===== src/rtl/demux_pkg.sv =====
// demux_pkg: shared constants and types for the 1-to-4 holding demultiplexer.
//   WIDTH_DEF : default data width of the input word and each output slot
//   NUM_OUT   : number of destination slots
//   sel_t     : slot-select index type (0..NUM_OUT-1)
package demux_pkg;

  localparam int WIDTH_DEF = 64;
  localparam int NUM_OUT   = 4;

  typedef logic [1:0] sel_t;

endpackage


===== src/rtl/demux_slot.sv =====
// demux_slot: one-entry holding register with a valid flag.
//   clk, reset_n : clock (rising edge), asynchronous active-low reset
//   load         : capture load_data this edge and mark the slot full
//   load_data    : word to capture
//   drain        : consumer takes the held word this edge
//   valid        : slot holds an undelivered word
//   data         : held word; keeps its last value after being drained
module demux_slot
  import demux_pkg::*;
#(
  parameter int WIDTH = WIDTH_DEF
) (
  input  logic             clk,
  input  logic             reset_n,
  input  logic             load,
  input  logic [WIDTH-1:0] load_data,
  input  logic             drain,
  output logic             valid,
  output logic [WIDTH-1:0] data
);

  // Load wins over drain, so a same-edge drain and reload keeps the slot full
  // with the new word.
  always_ff @(posedge clk or negedge reset_n) begin
    if (!reset_n) begin
      // NOTE: sequential state uses non-blocking assignments so every slot and
      // the counter update from the same pre-edge values.
      valid <= 1'b0;
    end else if (load) begin
      valid <= 1'b1;
    end else if (drain) begin
      valid <= 1'b0;
    end
  end

  // NOTE: the data register is deliberately reset; held words must read as
  // zero during reset, not just be invalidated.
  always_ff @(posedge clk or negedge reset_n) begin
    if (!reset_n) begin
      data <= '0;
    end else if (load) begin
      data <= load_data;
    end
  end

endmodule


===== src/rtl/demux64x1_4.sv =====
// demux64x1_4: routes an offered word into one of four one-entry holding slots.
// Optional macro DEMUX_BCAST_EN adds in_bcast, which loads all four slots.
//   clk, reset_n : clock (rising edge), asynchronous active-low reset
//   in_data      : word to route            in_sel    : destination slot 0..3
//   in_valid     : word offered             in_ready  : word accepted this cycle
//   in_bcast     : (DEMUX_BCAST_EN only) route the word to every slot
//   out_data     : held word of slot i at [i*WIDTH +: WIDTH]
//   out_valid    : slot i holds an undelivered word
//   out_ready    : consumer i takes its slot this cycle
//   xfer_count   : number of accepted input words, wraps at 2^32
module demux64x1_4
  import demux_pkg::*;
#(
  parameter int WIDTH = WIDTH_DEF
) (
  input  logic                   clk,
  input  logic                   reset_n,
`ifdef DEMUX_BCAST_EN
  input  logic                   in_bcast,
`endif
  input  logic [WIDTH-1:0]       in_data,
  input  sel_t                   in_sel,
  input  logic                   in_valid,
  output logic                   in_ready,
  output logic [NUM_OUT*WIDTH-1:0] out_data,
  output logic [NUM_OUT-1:0]     out_valid,
  input  logic [NUM_OUT-1:0]     out_ready,
  output logic [31:0]            xfer_count
);

  logic [NUM_OUT-1:0] slot_free;   // empty, or being drained this cycle
  logic [NUM_OUT-1:0] load;
  logic               accept;

  assign slot_free = ~out_valid | out_ready;

  // in_ready depends only on slot state and the select, never on in_valid.
`ifdef DEMUX_BCAST_EN
  assign in_ready = in_bcast ? (&slot_free) : slot_free[in_sel];
`else
  assign in_ready = slot_free[in_sel];
`endif

  assign accept = in_valid & in_ready;

  always_comb begin
    // NOTE: default first so every path assigns load and no latch is inferred.
    load = '0;
`ifdef DEMUX_BCAST_EN
    if (accept && in_bcast) begin
      load = '1;
    end else if (accept) begin
      load[in_sel] = 1'b1;
    end
`else
    if (accept) begin
      load[in_sel] = 1'b1;
    end
`endif
  end

  for (genvar i = 0; i < NUM_OUT; i++) begin : g_slot
    demux_slot #(.WIDTH(WIDTH)) u_slot (
      .clk       (clk),
      .reset_n   (reset_n),
      .load      (load[i]),
      .load_data (in_data),
      .drain     (out_ready[i]),
      .valid     (out_valid[i]),
      .data      (out_data[i*WIDTH +: WIDTH])
    );
  end

  // One count per accepted word, broadcast included; wraps naturally.
  always_ff @(posedge clk or negedge reset_n) begin
    if (!reset_n) begin
      xfer_count <= '0;
    end else if (accept) begin
      xfer_count <= xfer_count + 32'd1;
    end
  end

endmodule


===== config.mk =====
export PLATFORM = sky130hd
export DESIGN_NAME = demux64x1_4
export DESIGN_NICKNAME = d
export VERILOG_FILES = /design/src/rtl/demux_pkg.sv /design/src/rtl/demux_slot.sv /design/src/rtl/demux64x1_4.sv
export SDC_FILE = /design/constraint.sdc
export NUM_CORES = 1
export LEC_CHECK = 0
export CAP_MARGIN = 20
export CORE_MARGIN = 1
export CORE_UTILIZATION = 32
export CTS_CLUSTER_SIZE = 12
export DETAILED_ROUTE_END_ITERATION = 12
export GPL_ROUTABILITY_DRIVEN = 0
export GPL_TIMING_DRIVEN = 0
export HOLD_SLACK_MARGIN = 0.08
export PLACE_DENSITY = 0.65
export SYNTH_ARGS = -nofsm -noshare
export SYNTH_HDL_FRONTEND = slang
export SYNTH_HIERARCHICAL = 1
export SYNTH_SLANG_ARGS = --single-unit

===== constraint.sdc =====
create_clock -name clk -period 2.2 [get_ports clk]
set_input_delay 0.44 -clock clk [delete_from_list [all_inputs] [get_ports clk]]
set_output_delay 0.44 -clock clk [all_outputs]
set_load 0.02 [all_outputs]

==> run_results.csv, run 1 <==
group,metric,value,unit
outcome,outcome,"finished, violations left",
outcome,violations,"setup timing",
route,firstDrtPassIters,4,
pwr,vdd_drop_max,0.686,mV
timing,period_share,109,%
logic_synthesis,synthArstFlopShare,100,%
floorplanning,io_pins,366,
floorplanning,floorplan.rows,70,
route,dr_wl_met3,2.86,mm
worst_setup_path,r2r_cells,9,
global_route,grt_util_all_layers,16.8,%
route,top_layer_used,"met4",
clocking,h-tree-depth,2,
timing,final.min_clock_period,2.39,ns
clocking,cts_buffers,34,
route,postRouteAntennaNets,0,
worst_hold_path,hold_class,"in -> async",
clocking,cts_tree,"yes",
logic_synthesis,ys_ff_latch,292,
worst_setup_path,critPathTopFamily,"simple AND/OR/NAND/NOR gates",
logic_synthesis,yosys.area.top_type,"dfrtp_1",
global_route,grt_max_degree,90,
timing,hold_viol,0,
worst_setup_path,worst_ep_arrival_time,1.95,ns
route,met1_length,14.4,mm
route,wl_met2,15.1,mm
timing,setup_viol,258,
logic_synthesis,synth_cell_types,28,
timing,fmax,418,MHz
floorplanning,core,37000,µm²
logic_synthesis,yosysWarnings,6,
clocking,clk_latency,0.53,ns
logic_synthesis,synth-edff-count,0,
logic_synthesis,post-synth-top-count-cell,"dfrtp_1",
route,via_count,7447,
worst_setup_path,cp.required,1.76,ns
timing,slew_violations,0,
job,cap_violations,0,
timing,post-route-worst-setup-slack,-0.192,ns
worst_setup_path,crit_chain,"nor4b_1, or4_4, inv_4, buf_8, buf_6",
logic_synthesis,synth_cells,704,
worst_setup_path,cp_max_fo,4,
logic_synthesis,synth_area,12100,µm²
timing,relSlewSlack,64.4,%
final_layout,seq_area,7310,µm²
logic_synthesis,syn_nets,778,
final_layout,drive_above_1_share,33.6,%
final_layout,fillers,3220,
clocking,clockBufferDepth,3,
global_route,grt_pass1_wl,50.0,mm
floorplanning,dieHeight,197,µm
worst_setup_path,reg2reg_setup_slack,-0.17,ns
global_route,grt-ovfl-total,0,
worst_setup_path,crit_type,"reg -> out",
clocking,clockRootBuffer,"clkbuf_16",
final_layout,final_nets,1205,
logic_synthesis,syn_area_per_cell,17.2,µm²
final_layout,multi_input_area,4520,µm²
logic_synthesis,synthTopCellsByArea,"dfrtp_1 (60%), mux2_4 (24%), mux2_2 (5.7%)",
floorplanning,dieArea,38700,µm²
worst_setup_path,crit_cells,5,
clocking,clk_pin_slew,0.06,ns
logic_synthesis,ys_seq_area_share,60.3,%
place,port_buffers,365,
route,drt-total-wl,33.0,mm
floorplanning,die_w,197,µm
final_layout,diodes,0,
route,drt_iter0_markers,157,
clocking,cts.sinks,292,
global_route,grt_pass1_vias,7990,
place,dp_slack,-0.981,ns
logic_synthesis,yosys-top-cells-count,"dfrtp_1 (292), mux2_4 (196), mux2_2 (61)",
worst_setup_path,critPathLaunchType,"register",
logic_synthesis,synth_ff_type,"dfrtp_1",
timing,tightest_slew,0.532,ns
final_layout,syn_to_final_growth,49.7,%
final_layout,fin_util,49.1,%
logic_synthesis,netlist.area_leader.share,60.3,%
timing,worst_clock_skew,0.0134,ns
worst_setup_path,crit_slowest_cell,"or4_4",
place,hpwl,22.4,mm
worst_setup_path,cp-end-kind,"output port",
pwr,leakage,7.95,nW
route,via_per_inst,4.49,
route,remaining_drc_errors,0,
floorplanning,initial_core_util,32.8,%
route,post_drt_wl_per_cell,19.9,µm
worst_setup_path,max_stage_delay,0.58,ns
global_route,antenna_found_initial,0,
pwr,powerDensity,1040,nW/µm²
timing,rsz0062_at_grt,"yes",
worst_setup_path,cp_num_buf_inv,3,
worst_setup_path,r2r-start,"g_slot[0].u_slot/valid",
worst_setup_path,r2r-end,"g_slot[0].u_slot/data[22]",
==> timing repair <==
item                                   4_1_cts  5_1_grt
pin swaps                                    2        1
gates resized for setup                     43        5
setup buffers                               12        6
hold buffers                                 1        0
gates cloned                                 0        4
setup endpoints to repair                  261      274
endpoints found under the hold margin       50        0
==> registers in the layout (all words and copies together), names as in the netlist <==
signal,flops
g_slot.u_slot/data,256
g_slot.u_slot/valid,4
xfer_count,32
==> metal layers <==
metal,vias to the layer above,GRT usage (%)
li1,3359,-
met3,38,5.95
met2,273,26.4
met1,3777,21.7
met4,0,5.37
met5,-,0
==> area by class of cell <==
| cell class | count | area share, % |
|---|---|---|
| plain buffers | 33 | 3.00 |
| inverters | 7 | 0.159 |
| multi-input cells | 372 | 24.9 |
| flip-flops and latches | 292 | 40.3 |
| clock inverters | 8 | 0.221 |
| clock buffers | 52 | 5.96 |
| well taps | 504 | 3.47 |
| repair buffers | 391 | 22.0 |
==> logic make-up after synthesis <==
family / Yosys count / share of synthesized area [%]
adders and majority gates: 1 / 0.103
muxes: 257 / 29.9
buffers and inverters: 40 / 2.81
DFF: 292 / 60.3
AOI/OAI and AO/OA: 4 / 0.248
xor gates and xnor gates: 31 / 2.24
and+or+nand+nor: 79 / 4.42
==> layout by cell type (no fill, tap or decap), types with 3 or more instances in the layout <==
| cell | Yosys | final |
|---|---|---|
| mux2_2 | 61 | 61 |
| dfrtp_2 | 0 | 3 |
| xnor2_1 | 11 | 11 |
| and3_1 | 8 | 8 |
| nand2_1 | 10 | 9 |
| nor4_2 | 9 | 9 |
| buf_4 | 1 | 22 |
| inv_1 | 6 | 6 |
| xor2_1 | 20 | 20 |
| dfrtp_1 | 292 | 289 |
| a21o_1 | 4 | 4 |
| nand4_1 | 7 | 7 |
| buf_16 | 0 | 3 |
| clkbuf_16 | 0 | 41 |
| nand3_1 | 15 | 15 |
| clkbuf_8 | 0 | 10 |
| clkinv_2 | 0 | 8 |
| clkbuf_1 | 2 | 7 |
| buf_12 | 0 | 25 |
| clkdlybuf4s50_1 | 0 | 361 |
| nor3_1 | 9 | 8 |
| and4_1 | 8 | 7 |
| mux2_4 | 196 | 196 |
==> worst max-delay path by stage <==
stage                                endpoint              startpoint  slack [ns]
floorplan           g_slot[3].u_slot/data[12]  g_slot[2].u_slot/valid       -0.10
CTS                                  in_ready  g_slot[3].u_slot/valid       -0.25
finish                               in_ready  g_slot[0].u_slot/valid       -0.19
detailed placement  g_slot[3].u_slot/data[42]               in_sel[0]       -0.98
global route        g_slot[0].u_slot/data[24]  g_slot[0].u_slot/valid       -0.28
global placement       g_slot[3].u_slot/valid                 reset_n      -13.34
==> power breakdown <==
| part | internal, W | total [W] | switching, W |
|---|---|---|---|
| Combinational | 0.00337 | 0.00605 | 0.00269 |
| Clock | 0.00338 | 0.00563 | 0.00224 |
| Sequential | 0.00647 | 0.00715 | 0.000680 |
| Total | 0.0132 | 0.0188 | 0.00561 |
==> through the flow <==
stage          cells  hold WS [ns]   TNS, ns  total power, W  area (µm²)
6_report        1659         0.432    -36.13          0.0188       18200
3_3_place_gp    1573         0.458  -3798.75          0.0132       16500
2_1_floorplan    704         0.144    -11.69          0.0102       12200
4_1_cts         1649         0.416    -45.93          0.0190       18000
5_1_grt         1659         0.439    -59.94          0.0196       18200
3_5_place_dp    1576         0.390   -247.89          0.0132       16600
Note: power is estimated with default switching activity, not from simulation.
==> run 2, diff against run 1 <==
--- a/config.mk
+++ b/config.mk
@@ -6,7 +6,7 @@
 export NUM_CORES = 1
 export LEC_CHECK = 0
 export CAP_MARGIN = 20
-export CORE_MARGIN = 1
+export CORE_MARGIN = 4
 export CORE_UTILIZATION = 32
 export CTS_CLUSTER_SIZE = 12
 export DETAILED_ROUTE_END_ITERATION = 12
==> run 2 against run 1 <==
  * Via count grew 1.0%
  * Utilization shrank 0.95 points
  * Setup slack worse by 0.025 ns
  * Critical path type is now reg -> reg
  * Die area increased by 6.2%
  * The flow still finishes with violations (setup timing)
  * First-iteration DRC count increased by 65%
  * Critical endpoint is now g_slot[2].u_slot/data[12]
  * Wire length up 0.95%
  * Flip-flop and latch count unchanged
  * Fmax fell by 1.0%
  * Largest power group unchanged
==> run_results.csv, run 2 (synthesized netlist as in run 1, its figures left out) <==
group,metric,value,unit
outcome,outcome,"finished, violations left",
outcome,violations,"setup timing",
pwr,clock_power_share,29.4,%
pwr,p_int,0.0132,W
global_route,grt-ovfl-total,0,
final_layout,largest_register_ffs,256,
route,postRouteAntennaNets,0,
route,met1_length,14.5,mm
final_layout,syn_to_final_growth,48.9,%
floorplanning,initial_core_util,32.3,%
floorplanning,floorplan.rows,71,
global_route,grt_pass1_wl,51.6,mm
pwr,swShare,29.7,%
floorplanning,die_w,203,µm
clocking,cts_buffers,35,
worst_setup_path,worst_ep_arrival_time,2.81,ns
worst_setup_path,cp.required,2.59,ns
floorplanning,dieHeight,203,µm
pwr,p_seq_share,38.2,%
worst_hold_path,whs_path_depth,3,
floorplanning,core,37500,µm²
global_route,grt_util_all_layers,15.9,%
clocking,clk_latency,0.51,ns
worst_hold_path,hold_class,"in -> reg",
worst_setup_path,cp-end-kind,"register",
final_layout,final_nets,1204,
route,post_drt_wl_per_cell,20.0,µm
floorplanning,io_pins,366,
timing,post-route-worst-setup-slack,-0.218,ns
timing,period_share,110,%
final_layout,drive_above_1_share,33.1,%
route,drt-total-wl,33.4,mm
clocking,clk_pin_slew,0.05,ns
pwr,switching_power,0.00556,W
timing,tightest_slew,0.628,ns
global_route,antenna_found_initial,1,
floorplanning,dieArea,41100,µm²
clocking,h-tree-depth,2,
timing,relSlewSlack,58.1,%
timing,worst_clock_skew,0.0113,ns
clocking,clockRootBuffer,"clkbuf_16",
timing,rsz0062_at_grt,"yes",
pwr,powerDensity,1040,nW/µm²
place,port_buffers,365,
clocking,cts_tree,"yes",
route,wl_met2,15.3,mm
worst_setup_path,cp_max_fo,10,
timing,final.min_clock_period,2.42,ns
pwr,p_comb_share,32.4,%
worst_setup_path,r2r_cells,8,
final_layout,final_common_cell,"clkdlybuf4s50_1",
timing,fmax,414,MHz
global_route,grt_pass1_vias,8267,
route,remaining_drc_errors,0,
final_layout,final_cell_area,18100,µm²
place,place_area,16600,µm²
clocking,cts.sinks,292,
clocking,clockBufferDepth,3,
global_route,grt_max_degree,120,
worst_setup_path,crit_type,"reg -> reg",
route,firstDrtPassIters,6,
timing,slew_violations,0,
route,via_count,7524,
final_layout,diodes,0,
timing,hold_viol,0,
route,drt_iter0_markers,259,
route,dr_wl_met3,2.91,mm
route,top_layer_used,"met5",
place,hpwl,22.9,mm
final_layout,top_register,"g_slot.u_slot/data",
final_layout,layout_common_cells,"clkdlybuf4s50_1 (360), dfrtp_1 (289), mux2_4 (203)",
job,cap_violations,0,
worst_setup_path,critPathLaunchType,"register",
pwr,vdd_drop_max,0.712,mV
pwr,leakage,7.92,nW
place,dp_slack,-1.02,ns
route,via_per_inst,4.52,
timing,setup_viol,259,
final_layout,reg.largest.list,"g_slot.u_slot/data x256, xfer_count x32, g_slot.u_slot/valid x4",
[run 2: cell count changes in the layout (fill, tap and decap cells not counted), sizes merged]
cell / previous run / this run
buf: 54 / 55
bufinv: 0 / 1
clkbuf: 58 / 57
clkdlybuf4s50: 361 / 360
clkinv: 8 / 6
dlymetal6s2s: 0 / 1
inv: 7 / 8
[run 2: what timing repair did]
action	4_1_cts	5_1_grt
setup endpoints to repair	261	273
endpoints found under the hold margin	58	0
pin swaps	2	0
gates cloned	1	2
setup buffers	14	4
hold buffers	1	0
resized for setup	53	5
[run 2: critical path: stages (launching register included)]
cell and delay [ns]:
dfrtp_2 0.40, and4b_1 0.17, or4_4 0.57, inv_4 0.10, nand2_4 0.08, nor3b_4 0.24
buf_6 0.21, buf_8 0.19, mux2_4 0.31
[run 2: per-stage QoR]
stage	utilization (%)	TNS [ns]	power [W]	cells	hold slack, ns
final	48.2	-40.88	0.0187	1666	0.238
after global routing	48.2	-62.24	0.0196	1666	0.234
after CTS	48.0	-44.35	0.0190	1660	0.429
after detailed placement	44.2	-254.31	0.0132	1582	0.417
after global placement	44.1	-3812.60	0.0132	1580	0.473
after floorplan	-	-11.69	0.0102	704	0.144
[run 2: path summary, 6_finish.rpt]
path,from,to,slack [ns]
setup / recovery,g_slot[3].u_slot/valid,g_slot[2].u_slot/data[12],-0.22
hold / removal,out_ready[3],g_slot[3].u_slot/valid,0.24
setup reg to reg,g_slot[3].u_slot/valid,g_slot[2].u_slot/data[12],-0.22
hold reg to reg,xfer_count[31],xfer_count[31],0.49
max in group asynchronous,reset_n,g_slot[0].u_slot/data[1],0.77
min in group asynchronous,reset_n,xfer_count[10],0.46
[run 2: per-layer routing]
metal  global-route usage, %  up-vias
li1                        -     3372
met1                    20.8     3839
met2                    25.0      268
met3                    5.97       43
met4                    4.39        2
met5                       0        -
[run 2: power by group through the flow]
stage	sequential [W]	combinational (W)	clock (W)
floorplan	0.00851	0.00165	0
CTS	0.00717	0.00613	0.00573
detailed placement	0.00722	0.00602	0
global route	0.00732	0.00635	0.00594
finish	0.00715	0.00607	0.00550
global placement	0.00722	0.00598	0
[run 2: area by class of cell]
class	count	area, µm²
Fill cell	3230	19400
Clock inverter	8	72.6
Clock buffer	54	1030
Timing Repair Buffer	389	3920
Inverter	7	28.8
Buffer	33	523
Tap cell	511	639
Multi-Input combinational cell	372	4540
Sequential cell	292	7310
==> run 3, diff against run 2 <==
--- a/config.mk
+++ b/config.mk
@@ -11,7 +11,6 @@
 export CTS_CLUSTER_SIZE = 12
 export DETAILED_ROUTE_END_ITERATION = 12
 export GPL_ROUTABILITY_DRIVEN = 0
-export GPL_TIMING_DRIVEN = 0
 export HOLD_SLACK_MARGIN = 0.08
 export PLACE_DENSITY = 0.65
 export SYNTH_ARGS = -nofsm -noshare
==> run 3 against run 2 <==
  * The flow still finishes with violations (setup timing)
  * First-iteration DRC count shrank 10%
  * Non-clock buffer count up 43
  * Global-route usage is 0.88 points higher
  * Utilization is 2.3 points higher
  * Clock-buffer cell count decreased by 1
  * Largest cell class unchanged
==> run_results.csv, run 3 (synthesized netlist as in run 1, its figures left out) <==
group,metric,value,unit
outcome,outcome,"finished, violations left",
outcome,violations,"setup timing",
clocking,h-tree-depth,2,
timing,rsz0062_at_grt,"yes",
pwr,vdd_drop_max,0.802,mV
place,port_buffers,365,
final_layout,syn_to_final_growth,55.9,%
timing,setup_viol,252,
clocking,cts.sinks,292,
floorplanning,dieHeight,203,µm
pwr,leakage,8.36,nW
timing,timing.hold.ws,0.413,ns
timing,fmax,417,MHz
timing,hold_viol,0,
final_layout,fin_util,50.4,%
global_route,grt_pass1_wl,54.0,mm
final_layout,fillers,3159,
timing,final.min_clock_period,2.40,ns
final_layout,top_register,"g_slot.u_slot/data",
route,postRouteAntennaNets,0,
worst_setup_path,cp.required,2.61,ns
final_layout,reg.largest.list,"g_slot.u_slot/data x256, xfer_count x32, g_slot.u_slot/valid x4",
pwr,p_int,0.0135,W
pwr,p_seq_share,37.5,%
pwr,p_comb_share,32.8,%
floorplanning,floorplan.rows,71,
final_layout,final_nets,1246,
timing,tns,-31.93,ns
pwr,switching_power,0.00567,W
timing,tightest_slew,0.412,ns
final_layout,drive_above_1_share,35.6,%
global_route,grt-ovfl-total,0,
clocking,clockRootBuffer,"clkbuf_16",
worst_setup_path,cp_max_fo,7,
route,post_drt_wl_per_cell,20.9,µm
floorplanning,initial_core_util,32.3,%
place,place_area,16800,µm²
clocking,clockBufferDepth,3,
global_route,grt_max_degree,50,
job,cap_violations,0,
floorplanning,dieArea,41100,µm²
floorplanning,core,37500,µm²
final_layout,largest_register_ffs,256,
timing,period_share,109,%
final_layout,layout_common_cells,"clkdlybuf4s50_1 (362), dfrtp_1 (289), mux2_4 (235)",
timing,slew_violations,0,
floorplanning,io_pins,366,
timing,relSlewSlack,72.5,%
place,hpwl,23.8,mm
pwr,swShare,29.6,%
pwr,clock_power_share,29.7,%
global_route,grt_pass1_vias,8389,
route,drt_iter0_markers,232,
clocking,clk_latency,0.53,ns
route,firstDrtPassIters,4,
clocking,cts_tree,"yes",
worst_hold_path,hold_class,"in -> async",
clocking,cts_buffers,34,
route,drt-total-wl,35.7,mm
worst_setup_path,worst_ep_arrival_time,2.80,ns
worst_setup_path,crit_type,"in -> reg",
timing,worst_clock_skew,0.0180,ns
worst_setup_path,critPathLaunchType,"primary input",
pwr,powerDensity,1010,nW/µm²
timing,post-route-worst-setup-slack,-0.196,ns
global_route,antenna_found_initial,0,
global_route,grt_util_all_layers,16.8,%
route,remaining_drc_errors,0,
final_layout,final_cell_area,18900,µm²
final_layout,final_common_cell,"clkdlybuf4s50_1",
route,via_count,7752,
clocking,clk_pin_slew,0.06,ns
worst_setup_path,cp-end-kind,"register",
floorplanning,die_w,203,µm
final_layout,diodes,0,
route,via_per_inst,4.54,
[run 3: per-stage QoR]
| stage | worst slack [ns] | cells | total power (W) |
|---|---|---|---|
| final | -0.196 | 1706 | 0.0192 |
| after detailed placement | -0.789 | 1614 | 0.0133 |
| after floorplan | -0.103 | 704 | 0.0102 |
| after global routing | -0.241 | 1706 | 0.0200 |
| after CTS | -0.188 | 1696 | 0.0193 |
| after global placement | -0.724 | 1614 | 0.0133 |
[run 3: final cells by class]
class                   instances  area [µm²]  share of cell area [%]
clock buffers                  53        1050                    5.53
well taps                     511         639                    3.38
flip-flops and latches        292        7310                    38.7
inverters                       7        31.3                   0.165
repair buffers                465        5120                    27.1
multi-input cells             372        4680                    24.7
clock inverters                 6        80.1                   0.424
[run 3: path summary, 6_finish.rpt]
path / startpoint / to / slack, ns / depth (start not counted)
max in group asynchronous: reset_n / g_slot[3].u_slot/data[31] / 1.01 / 4
max: in_sel[0] / g_slot[2].u_slot/data[49] / -0.20 / 10
min reg2reg: xfer_count[29] / xfer_count[29] / 0.48 / 1
min: reset_n / xfer_count[7] / 0.41 / 2
min in group clk: xfer_count[29] / xfer_count[29] / 0.48 / 1
max reg2reg: g_slot[2].u_slot/valid / g_slot[2].u_slot/data[49] / -0.17 / 9
[run 3: metal layers]
metal / vias up / track usage [%] / wire (µm)
met4: 0 / 3.93 / 676
met1: 3974 / 22.8 / 16000
li1: 3454 / - / -
met2: 280 / 25.6 / 16000
met5: - / 0 / 0
met3: 44 / 6.42 / 2990
[run 3: timing repair]
item	4_1_cts	5_1_grt
endpoints found under the setup margin	253	256
endpoints found under the hold margin	36	0
setup buffers	13	7
hold buffers	1	0
resized for setup	84	27
pin swaps	1	2
cloned	9	6
[run 3: worst max-delay path, stage by stage]
cell,delay (ns)
clkdlybuf4s50_1,0.47
and4b_1,0.23
or4_4,0.52
inv_6,0.10
nand2_8,0.07
nor3b_4,0.20
buf_6,0.20
buf_12,0.12
buf_12,0.12
mux2_4,0.30
[run 3: power by group through the flow]
stage,combinational [W],clock [W],sequential (W)
after global placement,0.00603,0,0.00723
final,0.00629,0.00569,0.00719
after CTS,0.00630,0.00586,0.00719
after detailed placement,0.00607,0,0.00724
after global routing,0.00657,0.00611,0.00734
after floorplan,0.00165,0,0.00851
==> RTL change: new RTL, settings of run 3 <==
Add a define of `DEMUX_BCAST_EN`.
--- a/src/rtl/demux64x1_4.sv
+++ b/src/rtl/demux64x1_4.sv
@@ -8,6 +8,8 @@
 //   out_valid    : slot i holds an undelivered word
 //   out_ready    : consumer i takes its slot this cycle
 //   xfer_count   : number of accepted input words, wraps at 2^32
+`define DEMUX_BCAST_EN
+
 module demux64x1_4
   import demux_pkg::*;
 #(
Ports: changed (added in_bcast); port bits go from 366 to 367. The function was not compared with the original's and may differ.
==> RTL change against run 3 <==
  * Sequential cell count stayed put
  * Synthesized area is 0.70% higher
  * Core utilization is 1.5 points lower
  * Routed wire length is 0.91% lower
  * Setup slack better by 0.20 ns
  * Clock skew is 0.0063 ns lower
  * Power is 26% higher
  * Cell area is 2.6% lower
  * Critical path type unchanged
  * Highest routed layer unchanged
==> RTL change: results (changes against run 3) <==
p_sw_uw: 7830  # +38%
layout.clock.cell_area_share_pct: 6.25  # +0.29 points
nNonClkBuffers: 433  # -6.9%
worstPathArrival_ns: 2.59  # -0.21 ns
pre_cts_ws_ns: -0.600  # +0.189 ns
power.leakage_uw: 0.00807  # -3.6%
wl_met2_mm: 16.4  # +2.2%
worst_slew_pin_slew_ns: 0.533  # +0.121 ns
drt-total-wl_mm: 35.4  # -0.91%
grt_first_pass_wirelength_mm: 51.5  # -4.7%
drive_gt1_share_pct: 33.5  # -2.1 points
timing.hold.worst.class: "input port to flop"
yosys.cell_types.count: 32  # +14%
critPathMaxStageDelay_ns: 0.48  # -0.04 ns
wl_per_cell_um: 20.9  # about the same
global_route.usage.met3_pct: 5.60  # -0.82 points
netlist_top_cells_area: "sky130_fd_sc_hd__dfrtp_1, sky130_fd_sc_hd__mux2_4, sky130_fd_sc_hd__mux2_2, sky130_fd_sc_hd__buf_6, sky130_fd_sc_hd__xnor2_1"
place_inst: 1608  # -0.37%
reg2reg_slack_ns: 0.04  # +0.21 ns
crit_path_top_delay_cell: "sky130_fd_sc_hd__clkdlybuf4s50_1"
multi_input_gate_share_of_total_cell_area_pct: 25.4  # +0.68 points
irDropWorstVdd_v: 0.000600  # -25%
synth-compound-area-share_pct: 0.686  # +0.44 points
area_share_nonclk_buffers_pct: 25.1  # -2.0 points
layout.nets: 1230  # -1.3%
final.clkbuf_count: 54  # +1.9%
multi_input_comb_cells: 387  # +4.0%
synth_adder_area_share_pct: 0.102  # -0.00072 points
ff_latch_area_sq_mm: 0.00731  # about the same
grt.total_usage_pct: 15.7  # -1.0 points
synth-seq-area-share_pct: 59.8  # -0.42 points
critical_path.max_fanout: 12  # +5
seq_cells: 292  # unchanged
source_of_the_worst_register_to_register_timing_path: "g_slot[1].u_slot/valid"
post_cts_setup_buffer_count: 0  # -13
post_synth_most_frequent_cells: "sky130_fd_sc_hd__dfrtp_1, sky130_fd_sc_hd__mux2_4, sky130_fd_sc_hd__mux2_2"
dpl_cell_area_sq_mm: 0.0168  # about the same
place_hpwl_mm: 23.5  # -0.98%
post_synth_xor_area_fraction_pct: 2.22  # -0.016 points
synthesis.instances: 722  # +2.6%
synth_fp_nets: 797  # +2.4%
n_all_inverters: 6  # -1
global_route.usage.met2_pct: 25.4  # -0.22 points
routedLengthMet1_mm: 15.6  # -2.6%
pwr.group.clock_uw: 5710  # about the same
outcome: "completed"
cts_inserted_buffers: 35  # +2.9%
==> RTL change: cell types whose count changed after synthesis, sizes merged, moves of 6 or more <==
cell	run 3	this run
xnor2	11	28
nand2b	0	7
nor2	2	8
xor2	20	3
nor3	9	0
nor4	9	0
nand4	7	21
==> RTL change: how the worst max path moves through the flow <==
stage                           startpoint                         to  slack, ns  depth (start not counted)
floorplan           g_slot[0].u_slot/valid  g_slot[0].u_slot/data[12]       0.09                          8
global placement              out_ready[1]  g_slot[3].u_slot/data[22]      -0.57                         10
detailed placement            out_ready[1]  g_slot[1].u_slot/data[61]      -0.60                          9
CTS                 g_slot[2].u_slot/valid                   in_ready      -0.01                          5
global route        g_slot[1].u_slot/valid  g_slot[2].u_slot/data[59]      -0.06                          9
finish                        out_ready[2]  g_slot[3].u_slot/data[28]      0.007                         11
